==> config.mk <==
export PLATFORM = sky130hd
export DESIGN_NAME = out_port_uart_tx
export DESIGN_NICKNAME = d
export VERILOG_FILES = /design/src/rtl/out_port_uart_tx.sv
export SDC_FILE = /design/constraint.sdc
export NUM_CORES = 1
export LEC_CHECK = 0
export ABC_AREA = 1
export CAP_MARGIN = 30
export CORE_ASPECT_RATIO = 1.4
export CORE_UTILIZATION = 52
export DETAILED_ROUTE_END_ITERATION = 6
export PLACE_DENSITY = 0.72
export SLEW_MARGIN = 20
export SYNTH_ARGS = -nofsm -noshare
export SYNTH_HDL_FRONTEND = slang
export SYNTH_SLANG_ARGS = --single-unit
==> constraint.sdc <==
create_clock -name CLK -period 3.2 [get_ports CLK]
set_clock_uncertainty 0.2 [all_clocks]
set_input_delay 0.64 -clock CLK [delete_from_list [all_inputs] [get_ports CLK]]
set_output_delay 0.64 -clock CLK [all_outputs]
set_load 0.01 [all_outputs]
==> src/rtl/out_port_uart_tx.sv <==
// out_port_uart_tx
//   Captures bytes written by the MCU to port TX_PORT_ID. Each byte goes into a
//   small FIFO and is then sent LSB first as a UART frame on TX (8N1 by default).
//
//   Optional feature (macro UART_TX_PARITY_EN): adds an even-parity bit between
//   the data and stop bits, which makes the frame 8E1.
//
//   Ports:
//     CLK        system clock (posedge)
//     RST        asynchronous active-high reset
//     OUT_PORT   data byte from the MCU, sampled on the push edge only
//     PORT_ID    port address from the MCU
//     IO_STRB    one-cycle write strobe
//     TX         serial line, registered, idles high
//     TX_BUSY    frame on the line or FIFO non-empty
//     FIFO_FULL  FIFO holds FIFO_DEPTH bytes
//     OVERFLOW   sticky: a write was dropped; cleared only by reset
//     STATUS     {5'b0, OVERFLOW, FIFO_FULL, TX_BUSY}
module out_port_uart_tx #(
    parameter int          CLKS_PER_BIT = 868,
    parameter int          FIFO_DEPTH   = 4,
    parameter logic [7:0]  TX_PORT_ID   = 8'h40
) (
    input  logic       CLK,
    input  logic       RST,
    input  logic [7:0] OUT_PORT,
    input  logic [7:0] PORT_ID,
    input  logic       IO_STRB,
    output logic       TX,
    output logic       TX_BUSY,
    output logic       FIFO_FULL,
    output logic       OVERFLOW,
    output logic [7:0] STATUS
);
    localparam int PW = $clog2(FIFO_DEPTH);
    localparam int CW = $clog2(FIFO_DEPTH + 1);
    localparam logic [PW-1:0] PTR_ONE  = PW'(1);
    localparam logic [CW-1:0] CNT_ONE  = CW'(1);
    localparam logic [CW-1:0] CNT_FULL = CW'(FIFO_DEPTH);
    localparam logic [15:0]   BAUD_END = 16'(CLKS_PER_BIT - 1);

    typedef enum logic [2:0] {
        S_IDLE,
        S_START,
        S_DATA,
        S_STOP
`ifdef UART_TX_PARITY_EN
        , S_PARITY
`endif
    } state_t;

    state_t        state_q, state_d;
    logic [15:0]   baud_q, baud_d;
    logic [2:0]    bit_q, bit_d;
    logic [7:0]    shift_q, shift_d;
    logic          tx_q, tx_d;
    logic          busy_q, busy_d;
    logic          ovf_q, ovf_d;
    logic [PW-1:0] wr_q, wr_d, rd_q, rd_d;
    logic [CW-1:0] cnt_q, cnt_d;
    logic [7:0]    mem [FIFO_DEPTH];
`ifdef UART_TX_PARITY_EN
    logic          par_q, par_d;
`endif

    logic push_req, full, bit_end, pop, do_push;

    assign push_req = IO_STRB && (PORT_ID == TX_PORT_ID);
    assign full     = (cnt_q == CNT_FULL);
    assign bit_end  = (baud_q == BAUD_END);
    // A full FIFO still takes a push when the same edge pops, because the slot frees up.
    assign do_push  = push_req && (!full || pop);

    always_comb begin
        state_d = state_q;
        baud_d  = (state_q == S_IDLE || bit_end) ? 16'd0 : baud_q + 16'd1;
        bit_d   = bit_q;
        shift_d = shift_q;
        pop     = 1'b0;
`ifdef UART_TX_PARITY_EN
        par_d   = par_q;
`endif
        case (state_q)
            S_IDLE: begin
                // cnt_q holds the count from before this edge, so a byte pushed on
                // this same edge cannot be popped until the next one.
                if (cnt_q != '0) begin
                    pop     = 1'b1;
                    state_d = S_START;
                    baud_d  = 16'd0;
                end
            end
            S_START: begin
                if (bit_end) begin
                    state_d = S_DATA;
                    bit_d   = 3'd0;
                end
            end
            S_DATA: begin
                if (bit_end) begin
                    shift_d = shift_q >> 1;
                    if (bit_q == 3'd7) begin
`ifdef UART_TX_PARITY_EN
                        state_d = S_PARITY;
`else
                        state_d = S_STOP;
`endif
                    end else begin
                        bit_d = bit_q + 3'd1;
                    end
                end
            end
`ifdef UART_TX_PARITY_EN
            S_PARITY: begin
                if (bit_end) state_d = S_STOP;
            end
`endif
            S_STOP: begin
                if (bit_end) begin
                    // Go straight to the next start bit so there is no idle gap.
                    if (cnt_q != '0) begin
                        pop     = 1'b1;
                        state_d = S_START;
                    end else begin
                        state_d = S_IDLE;
                    end
                end
            end
            default: state_d = S_IDLE;
        endcase

        if (pop) begin
            shift_d = mem[rd_q];
`ifdef UART_TX_PARITY_EN
            par_d   = ^mem[rd_q];
`endif
        end

        rd_d  = pop ? rd_q + PTR_ONE : rd_q;
        wr_d  = do_push ? wr_q + PTR_ONE : wr_q;
        ovf_d = ovf_q | (push_req && full && !pop);
        case ({do_push, pop})
            2'b10:   cnt_d = cnt_q + CNT_ONE;
            2'b01:   cnt_d = cnt_q - CNT_ONE;
            default: cnt_d = cnt_q;
        endcase

        // TX is registered from the next-state values so the line has no glitches
        // and changes on the same edge as the state.
        case (state_d)
            S_START:  tx_d = 1'b0;
            S_DATA:   tx_d = shift_d[0];
`ifdef UART_TX_PARITY_EN
            S_PARITY: tx_d = par_d;
`endif
            default:  tx_d = 1'b1;
        endcase
        busy_d = (state_d != S_IDLE) || (cnt_d != '0);
    end

    always_ff @(posedge CLK or posedge RST) begin
        if (RST) begin
            state_q <= S_IDLE;
            baud_q  <= '0;
            bit_q   <= '0;
            shift_q <= '0;
            tx_q    <= 1'b1;
            busy_q  <= 1'b0;
            ovf_q   <= 1'b0;
            wr_q    <= '0;
            rd_q    <= '0;
            cnt_q   <= '0;
`ifdef UART_TX_PARITY_EN
            par_q   <= 1'b0;
`endif
        end else begin
            state_q <= state_d;
            baud_q  <= baud_d;
            bit_q   <= bit_d;
            shift_q <= shift_d;
            tx_q    <= tx_d;
            busy_q  <= busy_d;
            ovf_q   <= ovf_d;
            wr_q    <= wr_d;
            rd_q    <= rd_d;
            cnt_q   <= cnt_d;
`ifdef UART_TX_PARITY_EN
            par_q   <= par_d;
`endif
        end
    end

    // The storage needs no reset. The pointers and the count decide which entries are valid.
    always_ff @(posedge CLK) begin
        if (do_push) mem[wr_q] <= OUT_PORT;
    end

    assign TX        = tx_q;
    assign TX_BUSY   = busy_q;
    assign FIFO_FULL = full;
    assign OVERFLOW  = ovf_q;
    assign STATUS    = {5'b0, ovf_q, full, busy_q};
endmodule
==> impl_metrics.csv, run 1 <==
group,metric,value,unit
detailed_routing,final_antenna_net_count,0,
grt,grt_pass1_wl,11100,µm
pwr,power_leakage,0.00171,µW
detailed_routing,drc,0,
layout,stdcell_count,468,
clock_tree,cts_root_buf,"clkbuf_8",
sta,timing.final.crit_share,83.9,%
detailed_routing,vias_per_cell,5.22,
worst_setup_path,critPathKind,"flip-flop to output pin",
detailed_routing,firstDrtPassIters,4,
worst_setup_path,cp_data_required_time,2360,ps
sta,setup_violations,0,
layout,layout.nets,418,
floorplan,die_y,98.9,µm
clock_tree,cts_tree,"yes",
grt,grt_max_degree,41,
clock_tree,cts_sinks,72,
place,dp_cells,452,
yosys,ys_seq_elements,72,
sta,relSlewSlack,62.9,%
floorplan,core,6340,µm²
sta,fin_crit,2690,ps
detailed_routing,totalWireLength,6300,µm
grt,grt_overflow_total,0,
floorplan,rows,34,
yosys,syn_avg_cell_area,9.71,µm²
grt,grt_use_total,20.5,%
yosys,synthCells,359,
place,port_buffers,25,
yosys,netlist.area_leader.share,28.0,%
grt,grt_pass1_vias,2479,
sta,worst_hold_slack,274,ps
sta,finalSetupTns,0,ps
sta,layout_setup_ws,515,ps
clock_tree,clock_path_buffers,2,
yosys,synth_area_leader_cell,"dfrtp_1",
worst_setup_path,crit_path_max_incr_delay,640,ps
sta,report.final.slew_viol_count,0,
yosys,seq_area_frac_synth,56.3,%
run,max_cap_violations,0,
clock_tree,h-tree-depth,3,
floorplan,start_util,55.0,%
hold_path,hp-class,"flip-flop to flip-flop",
sta,tightest_slew,551,ps
grt,antenna_found_initial,0,
clock_tree,post_cts_buffers,0,
worst_setup_path,path_cells,"nor3_1, clkdlybuf4s50_1",
clock_tree,hold_buffers,0,
place,dp_hpwl,4630,µm
place,place.gp.congestion,0.871,
place,post-place-ws,519,ps
layout,area_growth,14.1,%
pwr,irDropWorstVdd,0.471,mV
clock_tree,cts_resized,0,
floorplan,die_area,7040,µm²
worst_setup_path,worstPathMaxFanout,4,
sta,fmax,372,MHz
yosys,syn_area,3490,µm²
pwr,p_per_area,633,nW/µm²
detailed_routing,wl_per_cell,13.5,µm
clock_tree,clk_pin_slew,80,ps
detailed_routing,vias,2443,
clock_tree,insertion_delay,350,ps
yosys,synthTopCellsByArea,"dfrtp_1 28%, edfxtp_1 28%, nand2_1 5.4%",
sta,hold_viol_final,0,
worst_setup_path,end_kind,"output pin",
detailed_routing,drtIter0Drc,101,
floorplan,pin_count,31,
status,status,"completed",
worst_setup_path,cp.arrival,1850,ps
sta,rsz0062_at_grt,"no",
layout,fillers,520,
worst_setup_path,startpoint_type,"flip-flop",
floorplan,die_w,71.2,µm
yosys,synth_cell_types,41,
layout,antenna_cells,0,
clock_tree,cts_buffers,9,
yosys,yosys_warnings,0,
layout,drive_gt1_share,12.1,%
worst_setup_path,slowest_stage,"clkdlybuf4s50_1",
routing by layer:
metal / share of wire (%) / track usage, %
met1: 40 / 22.7
met5: 0 / 0
met3: 2.9 / 4.91
met4: 1.9 / 8.62
met2: 55 / 37.1
state kept, by name, indices dropped and copies added (netlist names):
signal	flops
OVERFLOW	1
TX	1
TX_BUSY	1
baud_q	16
bit_q	3
cnt_q	3
mem	32
rd_q	2
shift_q	8
state_q	3
wr_q	2
through the flow:
stage | total power (µW) | cell area [µm²] | utilization (%)
2_1_floorplan | 1680 | 3510 | -
3_3_place_gp | 1830 | 3790 | 59.9
3_5_place_dp | 1870 | 3790 | 59.9
4_1_cts | 2540 | 3980 | 62.8
5_1_grt | 2680 | 3980 | 62.8
6_report | 2520 | 3980 | 62.8
cells by family after synthesis:
logic type                 synth area share, %
other                                    0.108
AOI/OAI and AO/OA                         6.75
xor gates and xnor gates                  1.76
adders and majority gates                 3.09
DFF                                       56.3
buffers and inverters                     7.64
muxes                                    0.323
and+or+nand+nor                           24.0
path summary, 6_finish.rpt:
kind / slack [ps] / from / to / cells past startpoint
min in group asynchronous: 520 / RST / TX_BUSY / 3
setup reg to reg: 670 / baud_q[0] / TX_BUSY / 15
max in group asynchronous: 1920 / RST / TX / 3
setup / recovery: 510 / cnt_q[1] / FIFO_FULL / 2
hold reg to reg: 270 / baud_q[0] / baud_q[0] / 1
hold / removal: 270 / baud_q[0] / baud_q[0] / 1
power breakdown:
part           switching, µW  internal [µW]  leakage [µW]
Sequential               113           1080      0.000802
Combinational            382            262      0.000817
Clock                    327            351     0.0000901
Total                    822           1700       0.00171
layout make-up:
class | instances | area [µm²] | area share (%)
tap | 72 | 90.1 | 2.26
clock inverter | 7 | 62.6 | 1.57
timing repair buffer | 31 | 295 | 7.42
sequential | 72 | 1960 | 49.3
multi-input combinational | 232 | 1280 | 32.1
clock buffer | 9 | 124 | 3.11
inverter | 45 | 169 | 4.24
cells in the mapped netlist, drive strengths merged:
cell type and instances:
nand3b 1, o21ai 25, nor3b 4, conb 1, ha 7, o311ai 1
o211ai 1, xnor2 1, mux2 1, o22ai 8, nand2 60, xor2 6
clkbuf 5, fa 1, nand3 28, nor2 54, dfrtp 39, inv 45
buf 10, o21bai 1, nor4 3, a221oi 1, edfxtp 32, nor3 12
nand4 5, or2 2, dfstp 1, a211oi 1, a21oi 3
layout by cell type, fill, tap and decap left out, types with 2 or more instances in the layout:
master	synthesis	routed
nand4_1	5	5
nand3_1	26	26
xor2_1	6	6
clkinvlp_4	0	2
nor2_2	5	5
inv_1	42	42
clkinv_2	0	2
nand2_2	6	6
nor4_1	2	2
o22ai_1	8	8
ha_1	7	7
nor3_1	11	11
dfrtp_1	39	39
clkinv_1	0	2
buf_4	9	6
nor2_1	47	47
clkdlybuf4s50_1	0	25
or2_2	2	2
edfxtp_1	32	32
o21ai_0	24	24
nand2_1	50	50
conb_1	1	6
inv_2	3	3
nor3b_1	4	4
clkbuf_8	0	9
nand2_4	3	3
nor2_4	2	2
a21oi_1	3	3
worst max-delay path, delay by kind of cell, from the launching register on:
family,cells,cell delay (ps)
flops,1,400
simple gates,1,460
buf+inv,1,640
(Power assumes the default switching activity.)
==> run 2, diff against run 1 <==
--- a/config.mk
+++ b/config.mk
@@ -10,7 +10,7 @@
 export CORE_ASPECT_RATIO = 1.4
 export CORE_UTILIZATION = 52
 export DETAILED_ROUTE_END_ITERATION = 6
-export PLACE_DENSITY = 0.72
+export PLACE_DENSITY = 0.75
 export SLEW_MARGIN = 20
 export SYNTH_ARGS = -nofsm -noshare
 export SYNTH_HDL_FRONTEND = slang
==> constraint.sdc (replaced) <==
create_clock -name CLK -period 2.4 [get_ports CLK]
set_clock_uncertainty 0.2 [all_clocks]
set_input_delay 0.48 -clock CLK [delete_from_list [all_inputs] [get_ports CLK]]
set_output_delay 0.48 -clock CLK [all_outputs]
set_load 0.01 [all_outputs]
==> impl_metrics.csv, run 2 (same netlist as run 1, synthesis figures left out) <==
group,metric,value,unit
status,status,"completed",
layout,fillers,506,
sta,worst_hold_slack,282,ps
detailed_routing,wl_per_cell,14.0,µm
worst_setup_path,crit_buf_inv,1,
detailed_routing,firstDrtPassIters,4,
floorplan,core,6340,µm²
detailed_routing,drc,0,
worst_setup_path,cp.arrival,1630,ps
place,port_buffers,25,
clock_tree,insertion_delay,350,ps
floorplan,die_area,7040,µm²
place,dp_hpwl,4720,µm
worst_setup_path,slowest_stage,"clkdlybuf4s50_1",
grt,grt_overflow_total,0,
clock_tree,clock_path_buffers,2,
clock_tree,cts_buffers,9,
pwr,power_leakage,0.00179,µW
layout,largest_reg_flops,32,
floorplan,die_y,98.9,µm
clock_tree,cts_tree,"yes",
clock_tree,cts_root_buf,"clkbuf_8",
floorplan,start_util,55.0,%
layout,area_growth,19.1,%
clock_tree,cts_sinks,72,
clock_tree,clk_pin_slew,80,ps
pwr,irDropWorstVdd,0.715,mV
layout,antenna_cells,0,
grt,grt_max_degree,41,
worst_setup_path,cp_data_required_time,1720,ps
sta,timing.final.crit_share,96.2,%
clock_tree,h-tree-depth,3,
worst_setup_path,crit_path_max_incr_delay,590,ps
run,max_cap_violations,0,
worst_setup_path,crit_family,"buffers and inverters",
clock_tree,hold_buffers,0,
detailed_routing,totalWireLength,6700,µm
detailed_routing,vias,2554,
sta,fmax,433,MHz
layout,final_area,4150,µm²
place,post-place-ws,-43.0,ps
detailed_routing,vias_per_cell,5.32,
worst_setup_path,startpoint_type,"flip-flop",
worst_setup_path,path_cells,"nor3_2, clkdlybuf4s50_1",
floorplan,pin_count,31,
place,dpl_cell_area,3870,µm²
layout,regMostFlops,"mem",
worst_setup_path,critPathKind,"flip-flop to output pin",
worst_setup_path,worstPathMaxFanout,3,
sta,relSlewSlack,60.5,%
pwr,finalPower,3670,µW
worst_setup_path,end_kind,"output pin",
layout,layout_commonest_cell,"nand2_1",
sta,setup_violations,0,
hold_path,hp-class,"flip-flop to flip-flop",
layout,drive_gt1_share,16.4,%
grt,grt_use_total,20.6,%
detailed_routing,drtIter0Drc,122,
place,place.gp.congestion,0.918,
layout,most-common-layout-cells,"49 x nand2_1, 47 x nor2_1, 41 x inv_1, 39 x dfrtp_1, 32 x edfxtp_1",
sta,report.final.slew_viol_count,0,
floorplan,rows,34,
layout,multi_input_area,1320,µm²
sta,layout_setup_ws,90.2,ps
pwr,p_per_area,882,nW/µm²
grt,grt_pass1_wl,10900,µm
layout,reg_top3,"mem: 32 flops, baud_q: 16 flops, shift_q: 8 flops",
sta,rsz0062_at_grt,"yes",
sta,hold_viol_final,0,
floorplan,die_w,71.2,µm
layout,layout.nets,430,
grt,grt_pass1_vias,2471,
sta,tightest_slew,587,ps
grt,antenna_found_initial,0,
sta,fin_crit,2310,ps
detailed_routing,final_antenna_net_count,0,
layout,seq_area,1960,µm²
==> run 2: cell count changes in the layout (fill, tap and decap cells not counted), moves of 2 or more <==
cell,before,now
clkinvlp_4,2,0
nor2_2,5,3
buf_4,6,18
clkinv_4,0,3
nor2_4,2,4
clkinv_1,2,0
clkinv_2,2,0
inv_6,0,2
==> run 2: timing repair <==
action | CTS | global route
setup buffers | 0 | 2
cloned | 0 | 0
pin swaps | 0 | 4
resized for setup | 1 | 9
endpoints found under the setup margin | 2 | 2
==> run 2: worst paths after layout <==
check,start,endpoint,slack (ps),cells after the start
min in group asynchronous,RST,cnt_q[0],340,3
worst min-delay path,shift_q[3],shift_q[2],280,2
worst max register to register,baud_q[1],TX_BUSY,100,14
max in group asynchronous,RST,baud_q[12],1300,3
worst max-delay path,cnt_q[1],STATUS[1],90,2
worst min register to register,shift_q[3],shift_q[2],280,2
==> run 2: through the flow <==
stage,setup TNS (ps),util (%),std cells
after detailed placement,-43.0,61.0,462
after CTS,0,64.7,478
after global placement,0,61.0,462
after floorplan,0,-,364
after global routing,-55.4,65.5,480
final,0,65.5,480
==> run 2: worst min-delay path: stages (launching register included) <==
cell and delay (ps):
dfrtp_1 340, nand2_1 50, nand3_1 60
==> run 2: layout make-up <==
cell class              instances  area share [%]
clock inverters                 7            2.50
multi-input cells             232            31.7
well taps                      72            2.17
inverters                      45            4.13
flip-flops and latches         72            47.3
repair buffers                 43            9.28
clock buffers                   9            2.98
==> run 2: routing by layer <==
layer	vias to the layer above	wire, µm	GRT usage [%]
li1	1268	-	-
met1	1224	2670	21.5
met2	47	3640	38.2
met3	15	217	4.70
met4	0	172	9.85
met5	-	0	0
==> run 2: report_power, final <==
part           leakage [µW]  internal (µW)  switching [µW]
Sequential         0.000802           1440             125
Clock              0.000114            597             478
Combinational      0.000873            433             587
Total               0.00179           2480            1190
